`src/rtl/aec_pkg.sv`:
```
// Shared definitions for the AEC expression link: character codes, the
// legal-character check and the transmitter state encoding.
package aec_pkg;

    localparam logic [7:0] ASC_0   = 8'h30;
    localparam logic [7:0] ASC_9   = 8'h39;
    localparam logic [7:0] ASC_A   = 8'h61;
    localparam logic [7:0] ASC_F   = 8'h66;
    localparam logic [7:0] ASC_ADD = 8'h2B;
    localparam logic [7:0] ASC_SUB = 8'h2D;
    localparam logic [7:0] ASC_MUL = 8'h2A;
    localparam logic [7:0] ASC_LP  = 8'h28;
    localparam logic [7:0] ASC_RP  = 8'h29;
    localparam logic [7:0] ASC_EQ  = 8'h3D;

    typedef enum logic [2:0] {
        IDLE,
        PREP,
        SEND,
        WAIT_RES,
        DONE
    } aec_state_e;

    function automatic logic is_legal_char(input logic [7:0] c);
        return ((c >= ASC_0) && (c <= ASC_9)) ||
               ((c >= ASC_A) && (c <= ASC_F)) ||
               (c inside {ASC_ADD, ASC_SUB, ASC_MUL, ASC_LP, ASC_RP, ASC_EQ});
    endfunction

endpackage

```
`src/rtl/aec_char_buf.sv`:
```
// Append-only character store with an indexed read port; exposes the fill
// level, a full flag and the most recently appended entry.
module aec_char_buf #(
    parameter int DEPTH = 16,
    localparam int AW = $clog2(DEPTH),
    localparam int CW = $clog2(DEPTH + 1)
) (
    input  logic          clk,
    input  logic          rst,
    input  logic          push,
    input  logic          clr,
    input  logic [7:0]    wr_data,
    input  logic [AW-1:0] rd_idx,
    output logic [7:0]    rd_data,
    output logic [CW-1:0] count,
    output logic          full,
    output logic [7:0]    last
);

    logic [7:0] mem [DEPTH];

    // NOTE: sequential state is assigned with <= so every register samples
    // pre-edge values regardless of statement order.
    always_ff @(posedge clk) begin
        if (!rst) begin
            count <= '0;
        end else if (clr) begin
            count <= '0;
        end else if (push && !full) begin
            count <= count + CW'(1);
        end
    end

    // NOTE: the storage array has no reset; only count decides which entries
    // are meaningful, so old contents survive reset by design.
    always_ff @(posedge clk) begin
        if (rst && push && !clr && !full) begin
            mem[count[AW-1:0]] <= wr_data;
        end
    end

    assign full    = (count == CW'(DEPTH));
    assign rd_data = mem[rd_idx];
    assign last    = mem[AW'(count - CW'(1))];

endmodule

```
`src/rtl/aec_expr_tx.sv`:
```
// Upstream end of the AEC link: buffers a host-loaded expression, replays it
// to the evaluator on start, then waits (bounded) for the evaluator's result.
module aec_expr_tx
    import aec_pkg::*;
#(
    parameter int DEPTH   = 16,
    parameter int TIMEOUT = 255,
    localparam int CW = $clog2(DEPTH + 1)
) (
    input  logic          clk,
    input  logic          rst,
    input  logic          wr_en,
    input  logic [7:0]    wr_data,
    input  logic          clr,
    input  logic          start,
    input  logic          valid,
    input  logic [6:0]    result,
    output logic          ready,
    output logic [7:0]    ascii_out,
    output logic          busy,
    output logic          done,
    output logic [6:0]    res_out,
    output logic          timeout,
    output logic          err,
    output logic [CW-1:0] count
);

    localparam int AW = $clog2(DEPTH);
    localparam int TW = $clog2(TIMEOUT + 1);

    aec_state_e    state, state_d;
    logic [AW-1:0] ptr, ptr_d, rd_idx;
    logic [TW-1:0] timer, timer_d;
    logic [7:0]    rd_data, last, ascii_d;
    logic [6:0]    res_d;
    logic          ready_d, busy_d, done_d, err_d, timeout_d;
    logic          is_idle, full, wr_ok, wr_rej, start_ok, start_rej;

    assign is_idle   = (state == IDLE);
    assign wr_ok     = is_idle && wr_en && !clr && is_legal_char(wr_data) && !full;
    assign wr_rej    = wr_en && !(is_idle && clr) && !wr_ok;
    assign start_ok  = is_idle && start && (count != '0) && (last == ASC_EQ);
    assign start_rej = is_idle && start && !start_ok;
    // SEND reads one entry ahead so the next character is ready at the edge.
    assign rd_idx    = (state == SEND) ? ptr + AW'(1) : '0;

    aec_char_buf #(.DEPTH(DEPTH)) u_buf (
        .clk     (clk),
        .rst     (rst),
        .push    (wr_ok),
        .clr     (is_idle && clr),
        .wr_data (wr_data),
        .rd_idx  (rd_idx),
        .rd_data (rd_data),
        .count   (count),
        .full    (full),
        .last    (last)
    );

    // NOTE: every signal written here gets a default first, so no path can
    // leave one unassigned and infer a latch.
    always_comb begin
        state_d   = state;
        ptr_d     = ptr;
        timer_d   = timer;
        ascii_d   = '0;
        ready_d   = 1'b0;
        res_d     = res_out;
        timeout_d = timeout;
        case (state)
            IDLE: begin
                if (start_ok) begin
                    state_d   = PREP;
                    ready_d   = 1'b1;
                    ascii_d   = rd_data;
                    timeout_d = 1'b0;
                    ptr_d     = '0;
                end
            end
            PREP: begin
                state_d = SEND;
                ascii_d = rd_data;
                ptr_d   = '0;
            end
            SEND: begin
                // The character on the bus now is entry[ptr]; stop after the first '='.
                if ((ascii_out == ASC_EQ) || (CW'(ptr) == count - CW'(1))) begin
                    state_d = WAIT_RES;
                    timer_d = '0;
                end else begin
                    ascii_d = rd_data;
                    ptr_d   = ptr + AW'(1);
                end
            end
            WAIT_RES: begin
                if (valid) begin
                    res_d   = result;
                    state_d = DONE;
                end else if (timer == TW'(TIMEOUT - 1)) begin
                    res_d     = '0;
                    timeout_d = 1'b1;
                    state_d   = DONE;
                end else begin
                    timer_d = timer + TW'(1);
                end
            end
            DONE:    state_d = IDLE;
            default: state_d = IDLE;
        endcase
        busy_d = (state_d != IDLE);
        done_d = (state_d == DONE);
        // A write dropped in the final waiting cycle keeps err off the done cycle.
        err_d  = (wr_rej || start_rej) && (state_d != DONE);
    end

    always_ff @(posedge clk) begin
        if (!rst) begin
            state     <= IDLE;
            ptr       <= '0;
            timer     <= '0;
            ready     <= 1'b0;
            ascii_out <= '0;
            busy      <= 1'b0;
            done      <= 1'b0;
            res_out   <= '0;
            timeout   <= 1'b0;
            err       <= 1'b0;
        end else begin
            state     <= state_d;
            ptr       <= ptr_d;
            timer     <= timer_d;
            ready     <= ready_d;
            ascii_out <= ascii_d;
            busy      <= busy_d;
            done      <= done_d;
            res_out   <= res_d;
            timeout   <= timeout_d;
            err       <= err_d;
        end
    end

endmodule
```
`config.mk`:
```
export PLATFORM = sky130hd
export DESIGN_NAME = aec_expr_tx
export DESIGN_NICKNAME = d
export VERILOG_FILES = /design/src/rtl/aec_pkg.sv /design/src/rtl/aec_char_buf.sv /design/src/rtl/aec_expr_tx.sv
export SDC_FILE = /design/constraint.sdc
export NUM_CORES = 1
export LEC_CHECK = 0
export CAP_MARGIN = 15
export CORE_UTILIZATION = 30
export DETAILED_ROUTE_END_ITERATION = 12
export SLEW_MARGIN = 20
export SYNTH_ARGS = -nofsm -noshare
export SYNTH_HDL_FRONTEND = slang
export SYNTH_SLANG_ARGS = --single-unit
```
`constraint.sdc`:
```
create_clock -name clk -period 7.6 [get_ports clk]
set_input_delay 0.76 -clock clk [delete_from_list [all_inputs] [get_ports clk]]
set_output_delay 0.76 -clock clk [all_outputs]
set_load 0.005 [all_outputs]
```
==> results.md <==
Yosys:
- The number of flops mapped to enable cells by yosys is about 130.
- The share of synthesized area in the top cell type comes to 0.496.
- Summing every instance area after synthesis gives 7740 µm².
- Sorting the synthesized cells by how often they occur yields edfxtp_1 (128), nand2_1 (69), nor2_1 (58), dfxtp_1 (40), a21oi_1 (22).
- The synthesized area per cell is between 10 and 15 µm².
- The share of synthesized flip-flops with an asynchronous set or reset is 0.
- Counting distinct cell types in the post-synthesis netlist gives slightly above 60.
- After technology mapping, the gate count stands at 625.
- The sequential-to-total area share from yosys stat is 0.600.
- The yosys synthesis warning count is 0.
- The synthesized design spends more area on one cell type than any other, namely edfxtp_1.
- The synthesized flop and latch total is 168.
- The most frequent cell after synthesis is edfxtp_1.
- The main flop type after synthesis is edfxtp_1.
- When the netlist entered floorplanning its net count stood at approximately 650.
- In the post-synthesis netlist, the biggest area contributors are edfxtp_1 (50%), dfxtp_1 (10%), nand2_1 (3.3%).

Route:
- In the routed layout, each cell is associated on average with a via count of approximately 5.4.
- The violation count after the first detailed-route iteration is ~760.
- The via count is roughly 5400.
- The detailed-router iteration count before antenna repair is 6.
- In the final routed layout, each cell accounts on average for 21.4 µm.
- The routed design has 21300 µm of wire.
- Once detail routing completed, the nets flagged for antenna violations numbered 0.
- After detailed routing, the number of remaining DRC violations is 0.

Power:
- The worst-case IR drop observed on VDD is 0.0959 mV.
- The ratio of total power to cell area is 205 nW/µm².
- The leakage power figure is about 2.9 nW.

Timing:
- Setup repair after global routing left no endpoint under its margin.
- The worst path setup slack after routing is roughly 3.7 ns.
- Setup violations remaining at the end of the flow were counted as 0.
- Headroom to the max-slew limit came out at 0.297.
- Setup total negative slack on the finished layout was measured at 0 ns.
- The clock period could shrink to slightly below 4 ns.
- The count of final hold-check violations came to 0.
- The transition time at the pin with the least slew margin is 1.05 ns.
- Dividing the final minimum period by the clock period gives 0.516.
- The max-slew violation count is 0.
- Clock skew on the completed layout was measured at 0.0103 ns.
- The timing-limited maximum frequency is between 0.2 and 0.3 GHz.
- The worst hold-check slack is approximately 0.51 ns.

CTS:
- The hold buffer count at CTS is 0.
- Clock-pin slew was measured on the worst setup and hold paths at 0.06 ns.
- The tree built by TritonCTS fans out to around 170 sinks.
- The number of buffers added by the clock tree synthesis step is 17.
- The post-CTS setup repair buffer count is 0.
- The H-tree depth is 4.
- The CTS tree is yes.
- The maximum clock path buffer count is 2.
- In this run the clock root is driven by a clkbuf_16.
- The clock network latency to the later pin of the worst-skew pair is between 0.4 and 0.5 ns.
- The post-cts sizing count is 0.

Final layout:
- In the final layout, the share of cells above drive strength 1 is 0.0990.
- The number of nets in the layout is 682.
- The count of antenna diodes in the layout is 0.
- The area growth from synthesis to layout is 16.2%.

GRT:
- The number of antenna violations at the first check in global routing is 0.
- The total routing usage reported by global routing is 0.165.
- The remaining global-route overflow is 0.
- Entering global routing, the biggest net connects 57 pins.
- The global-route wire length before repair is 31800 µm.
- The number of global-route vias before repair is 5137.

Place:
- The weighted congestion reported at the end of routability-driven placement is a little under 0.9.
- The detailed-placement wirelength estimate is approximately 14000 µm.
- The pre-CTS setup slack is approximately 3.2 ns.
- In this run the tool buffered the top-level ports with 45 buffer cells.

Worst setup path:
- In this run the worst path has a maximum fanout of 42.
- Data on the critical path arrives at its endpoint at 4.28 ns.
- The endpoint type of the worst setup path is a register.
- The nature of the critical path startpoint is a register.
- The timing startpoint of the critical path is u_buf.count[0].
- In this run the critical register-to-register path is launched from u_buf.count[0].
- The critical path data required time is about 8.0 ns.
- The critical path start-end classification is register to register.

Floorplan:
- From bottom edge to top edge, the die measures about 160 µm.
- The die is approximately 160 µm wide.
- The die covers about 26000 µm².
- The number of placement rows is 58.
- The core region is 25300 µm².
- For this configuration, the core starts out at a cell density of 0.307.
- 46 I/O pins were placed.

Min path:
- The tightest min-delay check is of the register to register type.
- The hold path startpoint is res_out[3].

Outcome:
- The flow ran to the end, and the final reports show no timing, DRC or antenna violations.

Job:
- The number of max-cap violations is 0.
[per-layer routing]
layer / up-vias / track usage / share of wire
met2: 272 / 0.236 / 0.43
met4: 0 / 0.0463 / 0.015
li1: 2483 / - / -
met1: 2646 / 0.239 / 0.44
met5: - / 0 / 0
met3: 26 / 0.0507 / 0.12
[final timing paths]
kind	cells past startpoint	to	slack, ns
hold / removal	2	res_out[3]	0.51
setup reg to reg	10	ptr[0]	3.68
hold reg to reg	2	res_out[3]	0.51
setup / recovery	10	ptr[0]	3.68
[critical path, cell delays in order (launching register included)]
cell and delay [ns]:
dfxtp_1 0.31, buf_4 0.28, inv_1 0.22, ha_1 0.40, buf_4 0.45, mux2_2 0.40
o211ai_1 0.11, a221oi_1 0.13, a32o_1 0.32, nor4_4 0.94, mux2i_1 0.26
[flip-flops by register name (all words and copies together) (netlist names)]
register	flops
ascii_out	8
busy	1
done	1
err	1
ptr	4
ready	1
res_out	7
state	3
timeout	1
timer	8
u_buf.count	5
u_buf.mem	128
[through the flow]
stage               instances  utilization  total power, mW  area [µm²]
floorplan                 625            -             1.02        7740
global placement          965        0.334             1.04        8420
detailed placement        965        0.334             1.04        8430
CTS                       997        0.356             1.86        8990
global route              997        0.356             1.90        9000
finish                    997        0.356             1.85        9000
[placed cells by master, fill, tap and decap left out, types with 8 or more instances in the layout]
master           Yosys  layout
edfxtp_1           128     128
nand2_1             69      69
nor2_1              58      58
clkdlybuf4s50_1      0      45
dfxtp_1             40      39
a21oi_1             22      22
clkbuf_16            0      17
mux2i_1             16      16
xor2_1              15      15
and3_1              15      15
a311oi_1            14      14
a211oi_1            12      12
nand3_1             11      11
a22oi_1             11      11
o21ai_0             10      10
a221o_1             10      10
nor3_1              12       9
nand4b_1             9       9
nand4_1              9       9
inv_1                8       8
mux4_2               8       8
[area by class of cell]
cell class              instances  area [µm²]
well taps                     330         413
inverters                       8        30.0
multi-input cells             408        2860
fillers                      2439       16300
clock buffers                  17         425
repair buffers                 51         495
clock inverters                15         133
flip-flops and latches        168        4650
[power by group]
| group | switching, mW | total (mW) | internal, mW |
|---|---|---|---|
| logic | 0.0242 | 0.0375 | 0.0134 |
| registers | 0.000157 | 0.986 | 0.986 |
| clock network | 0.392 | 0.825 | 0.433 |
[cells by family (layout without fill, tap and decap cells)]
logic type,count (synthesis),in the layout,share of synthesized area
compound gates,121,121,0.123
xor+xnor,20,20,0.0226
fa+ha+maj,7,7,0.0113
buf+inv,49,91,0.0336
flops,168,168,0.600
mux,27,27,0.0483
simple gates,233,233,0.161
No activity file was read; power rests on OpenSTA's default activity.
